**src/rtl/fc_loss_grad_argmax.sv**
```systemverilog
// -----------------------------------------------------------------------------
// fc_loss_grad_argmax
//
// Output-layer loss/gradient stage placed after the fully connected forward
// layer. On start it latches the NUM_CLASSES logits and the true label, then
// walks the classes one per cycle. For each class it produces the gradient
// ((logit - target) >>> SHIFT, saturated to GRAD_W bits) for the backward
// layer, accumulates the absolute gradient, and tracks the running argmax.
//
// Ports
//   clk         in   rising-edge clock
//   rst         in   asynchronous, active-high reset
//   start       in   begin a pass (sampled only in IDLE)
//   logits      in   NUM_CLASSES*IN_W flattened signed logits, class k at [k*IN_W +: IN_W]
//   label       in   true class index
//   grad_out    out  NUM_CLASSES*GRAD_W flattened signed gradients
//   pred_class  out  index of the largest logit (ties keep the lower index)
//   correct     out  pred_class == label with a valid label
//   abs_err     out  saturating sum of |grad_k|
//   label_err   out  latched label was out of range
//   busy        out  high from LOAD through FINISH
//   done        out  one-cycle pulse when every output is valid
// -----------------------------------------------------------------------------
module fc_loss_grad_argmax #(
    parameter int NUM_CLASSES = 10,
    parameter int IN_W        = 32,
    parameter int GRAD_W      = 16,
    parameter int SHIFT       = 8,
    parameter int ONE         = 256,
    parameter int LBL_W       = 4
) (
    input  logic                          clk,
    input  logic                          rst,
    input  logic                          start,
    input  logic [NUM_CLASSES*IN_W-1:0]   logits,
    input  logic [LBL_W-1:0]              label,
    output logic [NUM_CLASSES*GRAD_W-1:0] grad_out,
    output logic [LBL_W-1:0]              pred_class,
    output logic                          correct,
    output logic [31:0]                   abs_err,
    output logic                          label_err,
    output logic                          busy,
    output logic                          done
);

    localparam int ABS_W = 32;
    localparam logic [LBL_W-1:0]     LAST_K     = LBL_W'(NUM_CLASSES - 1);
    localparam logic signed [IN_W:0] G_MAX      = (IN_W+1)'((2 ** (GRAD_W - 1)) - 1);
    localparam logic signed [IN_W:0] G_MIN      = (IN_W+1)'(-(2 ** (GRAD_W - 1)));
    localparam logic signed [IN_W:0] TARGET_ONE = (IN_W+1)'(ONE);

    typedef enum logic [1:0] {
        IDLE,
        LOAD,
        SCAN,
        FINISH
    } state_t;

    state_t                    state_q, state_d;
    logic [LBL_W-1:0]          k_q, k_d;
    logic signed [IN_W-1:0]    logit_q [NUM_CLASSES];
    logic signed [IN_W-1:0]    logit_d [NUM_CLASSES];
    logic signed [GRAD_W-1:0]  grad_q  [NUM_CLASSES];
    logic signed [GRAD_W-1:0]  grad_d  [NUM_CLASSES];
    logic [LBL_W-1:0]          label_q, label_d;
    logic                      label_err_q, label_err_d;
    logic [LBL_W-1:0]          best_idx_q, best_idx_d;
    logic signed [IN_W-1:0]    best_val_q, best_val_d;
    logic [ABS_W-1:0]          abs_err_q, abs_err_d;
    logic [LBL_W-1:0]          pred_class_q, pred_class_d;
    logic                      correct_q, correct_d;
    logic                      done_q, done_d;

    // Per-class datapath for the class currently selected by k_q.
    logic signed [IN_W-1:0]    cur_logit;
    logic                      cur_is_true;
    logic signed [IN_W:0]      cur_target;
    logic signed [IN_W:0]      cur_diff;
    logic signed [IN_W:0]      cur_shift;
    logic signed [GRAD_W-1:0]  cur_grad;
    logic [GRAD_W:0]           grad_ext;
    logic [GRAD_W:0]           cur_mag;
    logic [ABS_W:0]            abs_sum;

    // The difference is formed one bit wider than the logit so that the most
    // negative logit minus ONE cannot wrap; the shift is arithmetic, so
    // negative values round toward minus infinity.
    always_comb begin
        cur_logit   = logit_q[k_q];
        cur_is_true = (k_q == label_q) && !label_err_q;
        cur_target  = cur_is_true ? TARGET_ONE : '0;
        cur_diff    = {cur_logit[IN_W-1], cur_logit} - cur_target;
        cur_shift   = cur_diff >>> SHIFT;
        if (cur_shift > G_MAX) begin
            cur_grad = G_MAX[GRAD_W-1:0];
        end else if (cur_shift < G_MIN) begin
            cur_grad = G_MIN[GRAD_W-1:0];
        end else begin
            cur_grad = cur_shift[GRAD_W-1:0];
        end
        // One extra bit holds the magnitude of the most negative gradient.
        grad_ext = {cur_grad[GRAD_W-1], cur_grad};
        cur_mag  = cur_grad[GRAD_W-1] ? (~grad_ext + {{GRAD_W{1'b0}}, 1'b1}) : grad_ext;
        abs_sum  = {1'b0, abs_err_q} + {{(ABS_W - GRAD_W){1'b0}}, cur_mag};
    end

    always_comb begin
        state_d      = state_q;
        k_d          = k_q;
        logit_d      = logit_q;
        grad_d       = grad_q;
        label_d      = label_q;
        label_err_d  = label_err_q;
        best_idx_d   = best_idx_q;
        best_val_d   = best_val_q;
        abs_err_d    = abs_err_q;
        pred_class_d = pred_class_q;
        correct_d    = correct_q;
        done_d       = 1'b0;

        case (state_q)
            IDLE: begin
                // The cycle carrying the done pulse never accepts a new start,
                // which leaves one quiet IDLE cycle between back-to-back passes.
                if (start && !done_q) begin
                    state_d = LOAD;
                end
            end
            LOAD: begin
                for (int i = 0; i < NUM_CLASSES; i++) begin
                    logit_d[i] = logits[i*IN_W +: IN_W];
                end
                label_d     = label;
                label_err_d = (label > LAST_K);
                abs_err_d   = '0;
                correct_d   = 1'b0;
                k_d         = '0;
                best_idx_d  = '0;
                best_val_d  = logits[IN_W-1:0];
                state_d     = SCAN;
            end
            SCAN: begin
                grad_d[k_q] = cur_grad;
                abs_err_d   = abs_sum[ABS_W] ? {ABS_W{1'b1}} : abs_sum[ABS_W-1:0];
                // Strict compare: equal logits keep the earlier (lower) index.
                if (cur_logit > best_val_q) begin
                    best_idx_d = k_q;
                    best_val_d = cur_logit;
                end
                if (k_q == LAST_K) begin
                    state_d = FINISH;
                end else begin
                    k_d = k_q + LBL_W'(1);
                end
            end
            FINISH: begin
                pred_class_d = best_idx_q;
                correct_d    = (best_idx_q == label_q) && !label_err_q;
                done_d       = 1'b1;
                state_d      = IDLE;
            end
            default: begin
                state_d = IDLE;
            end
        endcase
    end

    always_ff @(posedge clk or posedge rst) begin
        if (rst) begin
            state_q      <= IDLE;
            k_q          <= '0;
            for (int i = 0; i < NUM_CLASSES; i++) begin
                logit_q[i] <= '0;
                grad_q[i]  <= '0;
            end
            label_q      <= '0;
            label_err_q  <= 1'b0;
            best_idx_q   <= '0;
            best_val_q   <= '0;
            abs_err_q    <= '0;
            pred_class_q <= '0;
            correct_q    <= 1'b0;
            done_q       <= 1'b0;
        end else begin
            state_q      <= state_d;
            k_q          <= k_d;
            logit_q      <= logit_d;
            grad_q       <= grad_d;
            label_q      <= label_d;
            label_err_q  <= label_err_d;
            best_idx_q   <= best_idx_d;
            best_val_q   <= best_val_d;
            abs_err_q    <= abs_err_d;
            pred_class_q <= pred_class_d;
            correct_q    <= correct_d;
            done_q       <= done_d;
        end
    end

    for (genvar g = 0; g < NUM_CLASSES; g++) begin : g_grad_pack
        assign grad_out[g*GRAD_W +: GRAD_W] = grad_q[g];
    end

    assign pred_class = pred_class_q;
    assign correct    = correct_q;
    assign abs_err    = abs_err_q;
    assign label_err  = label_err_q;
    assign busy       = (state_q != IDLE);
    assign done       = done_q;

endmodule

```
**config.mk**
```make
export PLATFORM = sky130hd
export DESIGN_NAME = fc_loss_grad_argmax
export DESIGN_NICKNAME = d
export VERILOG_FILES = /design/src/rtl/fc_loss_grad_argmax.sv
export SDC_FILE = /design/constraint.sdc
export NUM_CORES = 2
export LEC_CHECK = 0
export BUFFER_PORTS_ARGS = -buffer_cell sky130_fd_sc_hd__buf_4
export CORE_MARGIN = 2
export CORE_UTILIZATION = 31
export CTS_BUF_LIST = sky130_fd_sc_hd__clkbuf_4 sky130_fd_sc_hd__clkbuf_8 sky130_fd_sc_hd__clkbuf_16
export DETAILED_ROUTE_END_ITERATION = 8
export SYNTH_ARGS = -nofsm -noshare
export SYNTH_HDL_FRONTEND = slang
export SYNTH_SLANG_ARGS = --single-unit
```
**constraint.sdc**
```tcl
create_clock -name clk -period 31.9 [get_ports clk]
set_clock_uncertainty 0.05 [all_clocks]
set_input_delay 1.595 -clock clk [delete_from_list [all_inputs] [get_ports clk]]
set_output_delay 1.595 -clock clk [all_outputs]
set_load 0.01 [all_outputs]
```
After elaboration in Yosys (flattened, before gate mapping)
Index checks and enable logic that the tools add are counted.

$lt $le $gt $ge: 6. Reductions and logical operators: 13. Add/subtract/negate cells: 4. Equal/unequal tests: 10. Bitwise operators: 2. Muxes and demuxes: 23.

Operator list (number): 160-bit bitwise mux (1); 32-bit binary-select mux with 4-bit select (1); 32-bit two-way mux (4); 32-bit one-hot mux with 2 select lines (2); 16-bit demux with 4-bit select (1); 16-bit two-way mux (3); 32-bit by 17-bit adder with 33-bit output (1); 32-bit by 10-bit subtractor with 33-bit output (1); 32-bit greater-than comparator (1); 25-bit by 16-bit greater-than comparator with 1-bit output, second input constant (1); 25-bit by 16-bit less-than comparator with 1-bit output, second input constant (1); 17-bit by 1-bit adder with 17-bit output, second input constant (1); 17-bit two-way mux (1); 17-bit inverter (1); 4-bit one-hot mux with 2 select lines (2); 9-bit two-way mux (1); 4-bit == test (2); 4-bit two-way mux (2); 2-bit inequality test, second input constant (4); 2-bit one-hot mux with 4 select lines (1); 2-bit AND reduction (3); 2-bit nonzero test (3); 5-bit greater-or-equal comparator, second input constant (1); 5-bit by 1-bit less-than comparator with 1-bit output, second input constant (1); 12 further kinds (18).

Input bits: 327. Register bits after elaboration: 565.

Logic depth before layout (Yosys ltp)
Depth after elaboration: 14. Depth in mapped cells: 39. Depth with buffers taken out: 29.

Worst setup path before layout
Ideal clock, no wire load.

Path type: reg-to-reg. Start point: register k_q[0]. End point: register abs_err_q[19], in the netlist abs_err[19]. Stages on the path, launching flop included: 37. Data arrival time: 8.162 ns. Path buffers: 9. Library setup time: 0.101 ns. Slack: 23.587 ns. Cells stage by stage: dfrtp_1 buf_6 buf_6 buf_6 buf_6 buf_2 buf_1 mux4_2 a22oi_1 ha_1 ha_1 and4_1 nand4_1 nor4_2 xnor2_1 nand2b_1 o41a_1 buf_6 o21ai_1 buf_2 ha_1 inv_1 a211o_1 o311a_1 ha_1 a21o_1 a21oi_1 o21bai_1 a21oi_1 o21bai_1 a31oi_1 nor2_1 o211ai_1 a2111oi_0 clkbuf_1 nor3_1 nor4_1.

Longest elaborated chain between the ends: 14. Elaborated cells on any way between the ends: 18.

RTL lines: start, declared (RTL line 60) `logic [LBL_W-1:0] k_q, k_d;`; start signal, assigned (RTL line 186) `k_q <= k_d;`; 4-bit inverter with 5-bit output (implied by the code) (RTL line 89) `cur_logit = logit_q[k_q];`; 32-bit binary-select mux with 4-bit select (RTL line 89); 32-bit two-way mux (implied by the code) (2 in series) (RTL line 89); 32-bit by 10-bit subtractor with 33-bit output * (RTL line 92) `cur_diff = {cur_logit[IN_W-1], cur_logit} - cur_target;`; 25-bit by 16-bit less-than comparator with 1-bit output (RTL line 96) `end else if (cur_shift < G_MIN) begin`; 16-bit two-way mux (RTL line 96); 16-bit two-way mux * (RTL line 94) `if (cur_shift > G_MAX) begin`; 17-bit inverter (RTL line 103) `cur_mag = cur_grad[GRAD_W-1] ? (~grad_ext + {{GRAD_W{1'b0}}, 1'b1}) : grad_ext;`; 17-bit by 1-bit adder with 17-bit output (RTL line 103); 17-bit two-way mux * (RTL line 103); 32-bit by 17-bit adder with 33-bit output * (RTL line 104) `abs_sum = {1'b0, abs_err_q} + {{(ABS_W - GRAD_W){1'b0}}, cur_mag};`; 32-bit two-way mux * (RTL line 144) `abs_err_d = abs_sum[ABS_W] ? {ABS_W{1'b1}} : abs_sum[ABS_W-1:0];`; 32-bit one-hot mux with 2 select lines * (RTL line 121) `case (state_q)`; end signal, assigned (RTL line 193) `abs_err_q <= abs_err_d;`; end, declared (RTL line 69) `logic [ABS_W-1:0] abs_err_q, abs_err_d;`.

Mark *: on every way between the ends. The rest lies on a longest branch, timed or not. The select of a mux whose other input is x is not followed. A chain may end at the register's enable or synchronous reset.

Worst setup path in the final report
Start point: register k_q[0]. End point: register abs_err_q[31], in the netlist abs_err[31].

The elaborated chain is that of the path after synthesis.

==> flow_metrics.py <==
metrics = {
    "critical_path": {
        "crit_start": "k_q[0]",
        "required_ps": 32330,
        "crit-reg2reg-capture": "abs_err[31]",
        "slowest_stage": "dfrtp_4",
        "timing.critical_path.mode_cell": "ha_1",
        "r2r_cells": 30,
        "r2r_slack_ps": 21490,
        "worst_setup_path_start_kind": "flop",
        "critical-path-top-delay-family": "compound AO/OA/AOI/OAI gates",
        "cp-end-kind": "flop",
        "critPathKind": "flop to flop",
        "crit_end": "abs_err[31]",
        "path_max_fanout": 48,
        "critPathMaxStageDelay_ps": 840,
        "r2r-start": "k_q[0]",
        "cp_num_cells": 30,
        "critPathArrivalTime_ps": 10840,
        "worst-path-buf-inv": 3,
    },
    "clock_network": {
        "cts.clk_slew.worst_paths_ps": 60,
        "cts.path.max_buffers": 3,
        "post_cts_resized": 0,
        "cts.sinks": 565,
        "ctsHtreeMaxLevel": 3,
        "postCtsHoldBufs": 0,
        "post-cts-setup-buffer-count": 0,
        "cts_buffers": 69,
        "cts_tree": "yes",
        "root_buffer": "clkbuf_16",
        "worstSkewPairLatency_ps": 620,
    },
    "synth": {
        "avgSynthCellArea_um2": 11.8,
        "netlist_top_cells_count": "dfrtp_1, mux2_2, nand2_1",
        "ys_ff_latch": 565,
        "yosysTopAreaCellShare_pct": 52.0,
        "synth_edf_count": 0,
        "syn-num-nets": 2695,
        "yosys.area.top_type": "dfrtp_1",
        "synthCells": 2306,
        "synth_cell_types": 87,
        "yosysSeqAreaShare_pct": 52.0,
        "synth.yosys.warnings": 0,
        "synthFlopType": "dfrtp_1",
        "netlist_area_um2": 27200,
        "synth_most_common_cell": "dfrtp_1",
        "synthArstFlopShare_pct": 100,
        "ys_top_cells_by_area": "dfrtp_1, mux2_2, mux4_2, mux2i_1, o21ai_0",
    },
    "min_path": {
        "min_path_type": "flop to flop",
    },
    "final_layout": {
        "fin_util_pct": 40.0,
        "synthToLayoutAreaGrowth_pct": 27.8,
        "instances_no_fill": 4003,
        "final_nets": 3181,
        "final_layout_size_suffix_gt1_share_pct": 39.7,
        "n_fill_cell": 8416,
    },
    "floorplan": {
        "die_x_um": 300,
        "dieArea_um2": 90100,
        "start_util_pct": 31.3,
        "row_count": 108,
        "coreArea_um2": 86900,
        "die_y_um": 300,
        "ioPinCount": 527,
    },
    "power": {
        "p_per_area_nw_per_um2": 130,
        "ir_drop_mv": 0.0894,
        "p_leak_nw": 15.8,
    },
    "global_routing": {
        "grt_max_degree": 163,
        "gr-usage-all-layers_pct": 19.2,
        "antenna_found_initial": 16,
        "grt_pass1_vias": 20100,
        "grt_pass1_wl_um": 131000,
        "gr-total-overflow": 0,
    },
    "placement": {
        "pre_cts_slack_ps": 21550,
        "place_hpwl_um": 64000,
        "dp_cells": 3876,
        "place_congestion": 0.870,
        "portBuffers": 526,
    },
    "route": {
        "routed-via-count": 19700,
        "first_pass_iters": 5,
        "drt_iter0_drc": 1123,
        "wl_um": 87700,
        "viasPerCell": 4.92,
        "drcViolationCount": 0,
        "detail_route.wl_per_cell_um": 21.9,
        "detail-route-antenna-nets": 0,
    },
    "sta": {
        "tightest_slew_ps": 1100,
        "clock.fmax_mhz": 96.1,
        "rsz0062_at_grt": "false",
        "final.min_clock_period_ps": 10410,
        "finalSetupTns_ps": 0,
        "setup_violations": 0,
        "hold_viol": 0,
        "finalCritPeriodShare_pct": 32.6,
        "report.final.slew_viol_count": 0,
        "layout_setup_ws_ps": 21490,
        "whs_ps": 428,
        "slew_headroom_pct": 26.9,
    },
    "outcome": {
        "status": "finished, final reports clean",
    },
    "run": {
        "maxCapViolCount": 0,
    },
}
[tightest hold or removal path, cell delays in order (launching register included)]
cell and delay, ps:
dfrtp_1 340, nand2_1 50, o21ai_0 60
[power by group]
| group | switching, mW | internal (mW) |
|---|---|---|
| Sequential | 0.200 | 1.06 |
| Combinational | 1.39 | 1.05 |
| Clock | 0.332 | 0.488 |
[area by class of cell]
type / instances / area [um2] / share of cell area (%)
Sequential cell: 565 / 14100 / 40.7
Inverter: 98 / 375 / 1.08
Tap cell: 1155 / 1450 / 4.16
Clock buffer: 93 / 2010 / 5.78
Multi-Input combinational cell: 1495 / 12100 / 34.9
Antenna cell: 6 / 15.0 / 0.0432
Clock inverter: 28 / 393 / 1.13
Timing Repair Buffer: 563 / 4250 / 12.2
[flip-flops by register name, indices dropped and copies added (netlist names)]
name        flops
logit_q       320
grad_out      160
abs_err        32
best_val_q     32
best_idx_q      4
k_q             4
label_q         4
pred_class      4
state_q         2
correct         1
done            1
label_err       1
[placed cells by master, fill, tap and decap left out, types with 8 or more instances in the layout]
cell         n
a211oi_1    10
a211oi_2     8
a21o_1      25
a21oi_1     52
a21oi_2     14
a22oi_1     10
and3_1      16
buf_4      561
clkbuf_16   69
clkbuf_4     8
clkbuf_8    16
clkinv_2    11
dfrtp_1    563
ha_1        59
inv_1       96
mux2_2     343
mux2i_1     98
mux4_2      45
nand2_1    214
nand3_1     35
nand4_1     17
nor2_1      78
nor2b_1      9
nor3_1      16
o211ai_1    19
o21a_1      10
o21ai_0    173
o21ai_1     43
o22ai_1     15
o31ai_1      9
or2_2        8
xnor2_1     35
xor2_1      12
[logic make-up after synthesis]
| family | Yosys count | synth area share [%] |
|---|---|---|
| AND/OR/NAND/NOR | 431 | 7.22 |
| other | 1 | 0.0138 |
| adder cells (fa/ha/maj) | 62 | 2.88 |
| flip-flops | 565 | 52.0 |
| multiplexers | 486 | 21.5 |
| XOR/XNOR | 47 | 1.51 |
| buffers and inverters | 246 | 3.75 |
| AO/OA/AOI/OAI | 468 | 11.0 |
[routing by layer]
metal / vias to the layer above / GRT usage, % / part of all wire (%)
met5: - / 0 / 0.12
met4: 16 / 5.82 / 2.4
met3: 127 / 5.20 / 7.0
met2: 562 / 31.2 / 48
met1: 9736 / 25.0 / 43
li1: 9254 / - / -
[per-stage QoR]
| stage | power, mW | cell area (um2) |
|---|---|---|
| floorplan | 2.88 | 27200 |
| global placement | 3.69 | 32300 |
| detailed placement | 3.72 | 32300 |
| CTS | 4.57 | 34700 |
| global route | 4.84 | 34700 |
| finish | 4.51 | 34700 |
[worst min-delay path by stage]
stage,from,end,slack (ps),depth (start not counted)
global route,grad_out[27],grad_out[27],450,2
finish,grad_out[16],grad_out[16],430,2
detailed placement,grad_out[17],grad_out[17],420,2
global placement,grad_out[27],grad_out[27],410,2
floorplan,logit_q[0],logit_q[0],420,1
CTS,grad_out[17],grad_out[17],430,2
(Power assumes the default switching activity.)
